<file path="src/rtl/model_computer_pkg.sv">
// rtl/model_computer_pkg.sv - shared widths, fetch state encoding and reset PC
package model_computer_pkg;

    localparam int WORD_W      = 8;
    localparam int INSTR_BYTES = 4;

    localparam logic [WORD_W-1:0] RESET_PC = '0;

    typedef enum logic {
        FETCH = 1'b0,
        VALID = 1'b1
    } fetch_state_t;

endpackage

</file>
<file path="src/rtl/instruction_fetch.sv">
// rtl/instruction_fetch.sv - PC holder and byte-serial instruction fetch from synchronous ROM
module instruction_fetch #(
    parameter int WORD_W      = model_computer_pkg::WORD_W,
    parameter int INSTR_BYTES = model_computer_pkg::INSTR_BYTES
) (
    input  logic              clk,
    input  logic              rst,
    output logic              rom_rd,
    output logic [WORD_W-1:0] rom_addr,
    input  logic [WORD_W-1:0] rom_data,
    output logic [WORD_W-1:0] opcode1,
    output logic [WORD_W-1:0] opcode2,
    output logic [WORD_W-1:0] opcode3,
    output logic [WORD_W-1:0] opcode4,
    output logic              instr_valid,
    input  logic              instr_ready,
    input  logic              branch_taken,
    input  logic [WORD_W-1:0] branch_target,
    output logic [WORD_W-1:0] pc,
    output logic [WORD_W-1:0] ret_addr
);
    import model_computer_pkg::fetch_state_t;
    import model_computer_pkg::FETCH;
    import model_computer_pkg::VALID;
    import model_computer_pkg::RESET_PC;

    localparam int CNT_W = $clog2(INSTR_BYTES + 1);
    localparam int IDX_W = $clog2(INSTR_BYTES);

    fetch_state_t      r_state;
    fetch_state_t      w_next_state;
    logic [WORD_W-1:0] r_pc;
    logic [CNT_W-1:0]  r_issue_cnt;
    logic [IDX_W-1:0]  r_cap_idx;
    logic              r_rd_pending;
    logic [WORD_W-1:0] r_opcode [INSTR_BYTES];
    logic              w_issue;
    logic              w_accept;

    always_ff @(posedge clk) begin
        if (rst) begin
            r_state <= FETCH;
        end else begin
            r_state <= w_next_state;
        end
    end

    // Issue is suppressed during reset so no read can be left in flight across it.
    always_comb begin
        w_next_state = r_state;
        w_issue      = 1'b0;
        w_accept     = 1'b0;
        case (r_state)
            FETCH: begin
                w_issue = !rst && (r_issue_cnt < CNT_W'(INSTR_BYTES));
                if (r_rd_pending && (r_cap_idx == IDX_W'(INSTR_BYTES - 1))) begin
                    w_next_state = VALID;
                end
            end
            VALID: begin
                w_accept = instr_ready;
                if (w_accept) begin
                    w_next_state = FETCH;
                end
            end
        endcase
    end

    always_ff @(posedge clk) begin
        if (rst) begin
            r_pc         <= RESET_PC;
            r_issue_cnt  <= '0;
            r_cap_idx    <= '0;
            r_rd_pending <= 1'b0;
            for (int i = 0; i < INSTR_BYTES; i++) begin
                r_opcode[i] <= '0;
            end
        end else begin
            r_rd_pending <= w_issue;
            if (w_issue) begin
                r_issue_cnt <= r_issue_cnt + CNT_W'(1);
            end
            if (r_state == FETCH && r_rd_pending) begin
                r_opcode[r_cap_idx] <= rom_data;
                r_cap_idx           <= r_cap_idx + IDX_W'(1);
            end
            if (w_accept) begin
                r_pc        <= branch_taken ? branch_target : r_pc + WORD_W'(INSTR_BYTES);
                r_issue_cnt <= '0;
                r_cap_idx   <= '0;
            end
        end
    end

    assign rom_rd      = w_issue;
    assign rom_addr    = w_issue ? r_pc + WORD_W'(r_issue_cnt) : (rst ? '0 : r_pc);
    assign instr_valid = (r_state == VALID);
    assign opcode1     = r_opcode[0];
    assign opcode2     = r_opcode[1];
    assign opcode3     = r_opcode[2];
    assign opcode4     = r_opcode[3];
    assign pc          = r_pc;
    assign ret_addr    = r_pc + WORD_W'(INSTR_BYTES);

endmodule

</file>
<file path="config.mk">
export PLATFORM = sky130hd
export DESIGN_NAME = instruction_fetch
export DESIGN_NICKNAME = d
export VERILOG_FILES = /design/src/rtl/model_computer_pkg.sv /design/src/rtl/instruction_fetch.sv
export SDC_FILE = /design/constraint.sdc
export NUM_CORES = 1
export LEC_CHECK = 0
export ABC_AREA = 0
export CELL_PAD_IN_SITES_DETAIL_PLACEMENT = 2
export CELL_PAD_IN_SITES_GLOBAL_PLACEMENT = 2
export CORE_ASPECT_RATIO = 1.1
export CORE_MARGIN = 5
export CORE_UTILIZATION = 27
export DETAILED_ROUTE_END_ITERATION = 8
export HOLD_SLACK_MARGIN = 0.08
export PLACE_DENSITY_LB_ADDON = 0.2
export REMOVE_ABC_BUFFERS = 1
export SLEW_MARGIN = 15
export SYNTH_ARGS = -nofsm -noshare
export SYNTH_HDL_FRONTEND = slang
export SYNTH_SLANG_ARGS = --single-unit
</file>
<file path="constraint.sdc">
create_clock -name clk -period 2 [get_ports clk]
set_input_delay 0.3 -clock clk [delete_from_list [all_inputs] [get_ports clk]]
set_output_delay 0.3 -clock clk [all_outputs]
set_load 0.01 [all_outputs]
</file>
==> metrics <==
ordered cell list for the critical path ha_4 -> inv_2 -> fa_2 -> nor2b_2 -> buf_4 -> o2111ai_2 -> xor2_1 -> nor2_1 -> buf_2; grt ovf 0; Post-route DRC 0; synthesis-to-layout area growth 62.8%; endpoint type of the worst setup path primary output; flops & latches, synth 47; slowest CP cell dfxtp_2; Power Density about 650 nW/um^2; count of cell types in the netlist 39; CTS tree done; Synth area leaders edfxtp_1 (43%), dfxtp_1 (13%), and2_1 (9.5%); initial antenna violation count 0; fraction of registers with async set/reset 0%; max incr delay on CP approximately 0.36 ns; Clock Tree Root clkbuf_8; initial drt markers between 60 and 70; initial cell density of the core around 28%; Synth Area per Inst between 10 and 15 um^2; violated checks setup timing; maximum root-to-sink buffer count 2; WS Path Type flip-flop to primary output; Die Y 106 um; Tightest Pin Transition 0.552 ns; layout cell share with drive strength beyond 1 between 20% and 30%; most numerous cell in the Yosys netlist and2_1; Tcrit/Tclk final 117%; synth warn 0; M2 GR Usage roughly a third; Crit path arrival time just over 2 ns; CTS H-tree lvls 2; Core Area 8000 um^2; worst setup margin -0.337 ns; hold crit path type input pin to flip-flop; Cell Rows 34; sequential-to-total area share from yosys stat 56.3%; pre-CTS setup slack -0.518 ns; GRT busiest layer met2; Post-Syn Instances about 210; vias in the first global route 2334; Post-synth EDFFs 32; minimum clock period ~2.3 ns; final count of hold timing violations 0; Max IR drop VDD approximately 0.29 mV; Cell Area, Synth about 2200 um^2; M1 GR Usage between 15 and 20%; via count ~2.0k; Die X-Extent about 97 um; worst clock skew between 0.008 and 0.009 ns; Post-synth top flop edfxtp_1; CP Launch Type flip-flop; top cell type by total area after synthesis edfxtp_1; P_leak between 1 and 1.5 nW; IO Port Bufs a little under 80; # fillers 867; clock slew at reported path FFs roughly 0.090 ns; CP Max Fanout 2; n_diodes 0; first-pass GRT wire length around 13000 um; RSZ-0062 raised after global routing true; I/O Pins ~80; Total GRT Usage around 17%; DRT Wirelength 8470 um; max-cap violation count 0; R2R Setup Slk approximately 0.23 ns; GP Congestion 0.760; Rel. slew slack 63.1%; final layout net count 350; met3 GRT Util between 4 and 5%; post-detail-place hpwl roughly 6000 um; drt wl/cell slightly below 20 um; total CTS buffers 5; Max Slew Vio Count 0; largest net degree at the start of global routing 15; clk_lat worst skew 0.31 ns; DRT antenna net count 0; clk sinks 47; Via density between 4 and 5; Final Setup Violations 6; setup tns final -1.23 ns; WP data required approximately 1.7 ns; Synth top cells by count and2_1 (34), edfxtp_1 (32), nor2_1 (21), dfxtp_1 (15), nand2_1 (14); die area 10200 um^2; Fmax 428 MHz; router iterations before antenna repair 4; outcome complete, but fails checks; share of the synthesized area in the top cell type a little over two fifths; hold_ws 0.559 ns
[registers in the layout, indices dropped and copies added (netlist names)]
name and cells:
r_cap_idx 2, r_rd_pending 1, r_issue_cnt 3, r_opcode 32, instr_valid 1, pc 8
[metrics by stage]
stage	total power, mW	instance area (um^2)	std cells	utilization [%]
3_5_place_dp	1.54	3340	417	41.8
6_report	2.39	3650	432	45.6
4_1_cts	2.40	3600	432	45.0
5_1_grt	2.47	3650	432	45.6
2_1_floorplan	1.28	2190	199	-
3_3_place_gp	1.52	3340	417	41.8
[area by class of cell]
class | instances | area, um^2 | area share, %
clock buffers | 6 | 72.6 | 1.99
clock inverters | 2 | 60.1 | 1.65
inverters | 7 | 26.3 | 0.720
multi-input cells | 145 | 1040 | 28.4
flip-flops and latches | 47 | 1270 | 34.9
well taps | 108 | 135 | 3.70
repair buffers | 117 | 1040 | 28.6
[critical path: cells and delay by family, from the launching register on]
family | cells | cell delay [ns]
AO/OA/AOI/OAI | 1 | 0.11
XOR/XNOR | 1 | 0.17
adder cells (fa/ha/maj) | 2 | 0.50
buffers and inverters | 3 | 0.33
flip-flops | 1 | 0.36
AND/OR/NAND/NOR | 2 | 0.27
[power by group]
group	switching (mW)	internal (mW)	leakage, nW
sequential	0.0334	1.10	0.459
clock	0.346	0.500	0.0654
combinational	0.198	0.210	0.889
total	0.577	1.81	1.41
[routing by layer]
layer / part of all wire, % / routed length, um
met2: 55 / 4680
met4: 1.4 / 119
met5: 0 / 0
met3: 4.5 / 383
met1: 39 / 3290
[final timing paths]
path / from / end / depth (start not counted)
max: r_issue_cnt[0]$_SDFFE_PP0N_ / rom_addr[6] / 9
min: branch_target[0] / pc[0]$_SDFFE_PP0P_ / 3
max reg2reg: instr_valid$_SDFF_PP0_ / r_opcode[1][3]$_SDFFCE_PN0P_ / 5
min reg2reg: pc[7]$_SDFFE_PP0P_ / pc[7]$_SDFFE_PP0P_ / 2
[logic make-up after synthesis]
group / share of synthesized area [%]
AO/OA/AOI/OAI: 9.66
XOR/XNOR: 3.52
adder cells (fa/ha/maj): 4.25
buffers and inverters: 3.58
flip-flops: 56.3
multiplexers: 0.894
AND/OR/NAND/NOR: 21.8
[cells in the final DEF (no fill, tap or decap), types with 3 or more instances in the layout]
cell type         n
a21oi_1          11
a22oi_1           3
and2_1           34
buf_2             7
buf_4            36
buf_6             4
clkbuf_8          5
clkdlybuf4s50_1  64
dfxtp_1           6
dfxtp_2           9
dlygate4sd2_1     5
edfxtp_1         32
ha_4              4
inv_1             6
nand2_1          14
nand2b_1          3
nand3_1           5
nor2_1           17
nor2_2            3
o21ai_0           5
xnor2_1           4
xor2_1            4
[repair_timing]
| action | in CTS | in global routing |
|---|---|---|
| pin swaps | 20 | 12 |
| buffers inserted | 7 | 1 |
| gates resized for setup | 66 | 8 |
| hold buffers | 0 | 0 |
| setup endpoints to repair | 13 | 9 |
(Power assumes the default switching activity.)
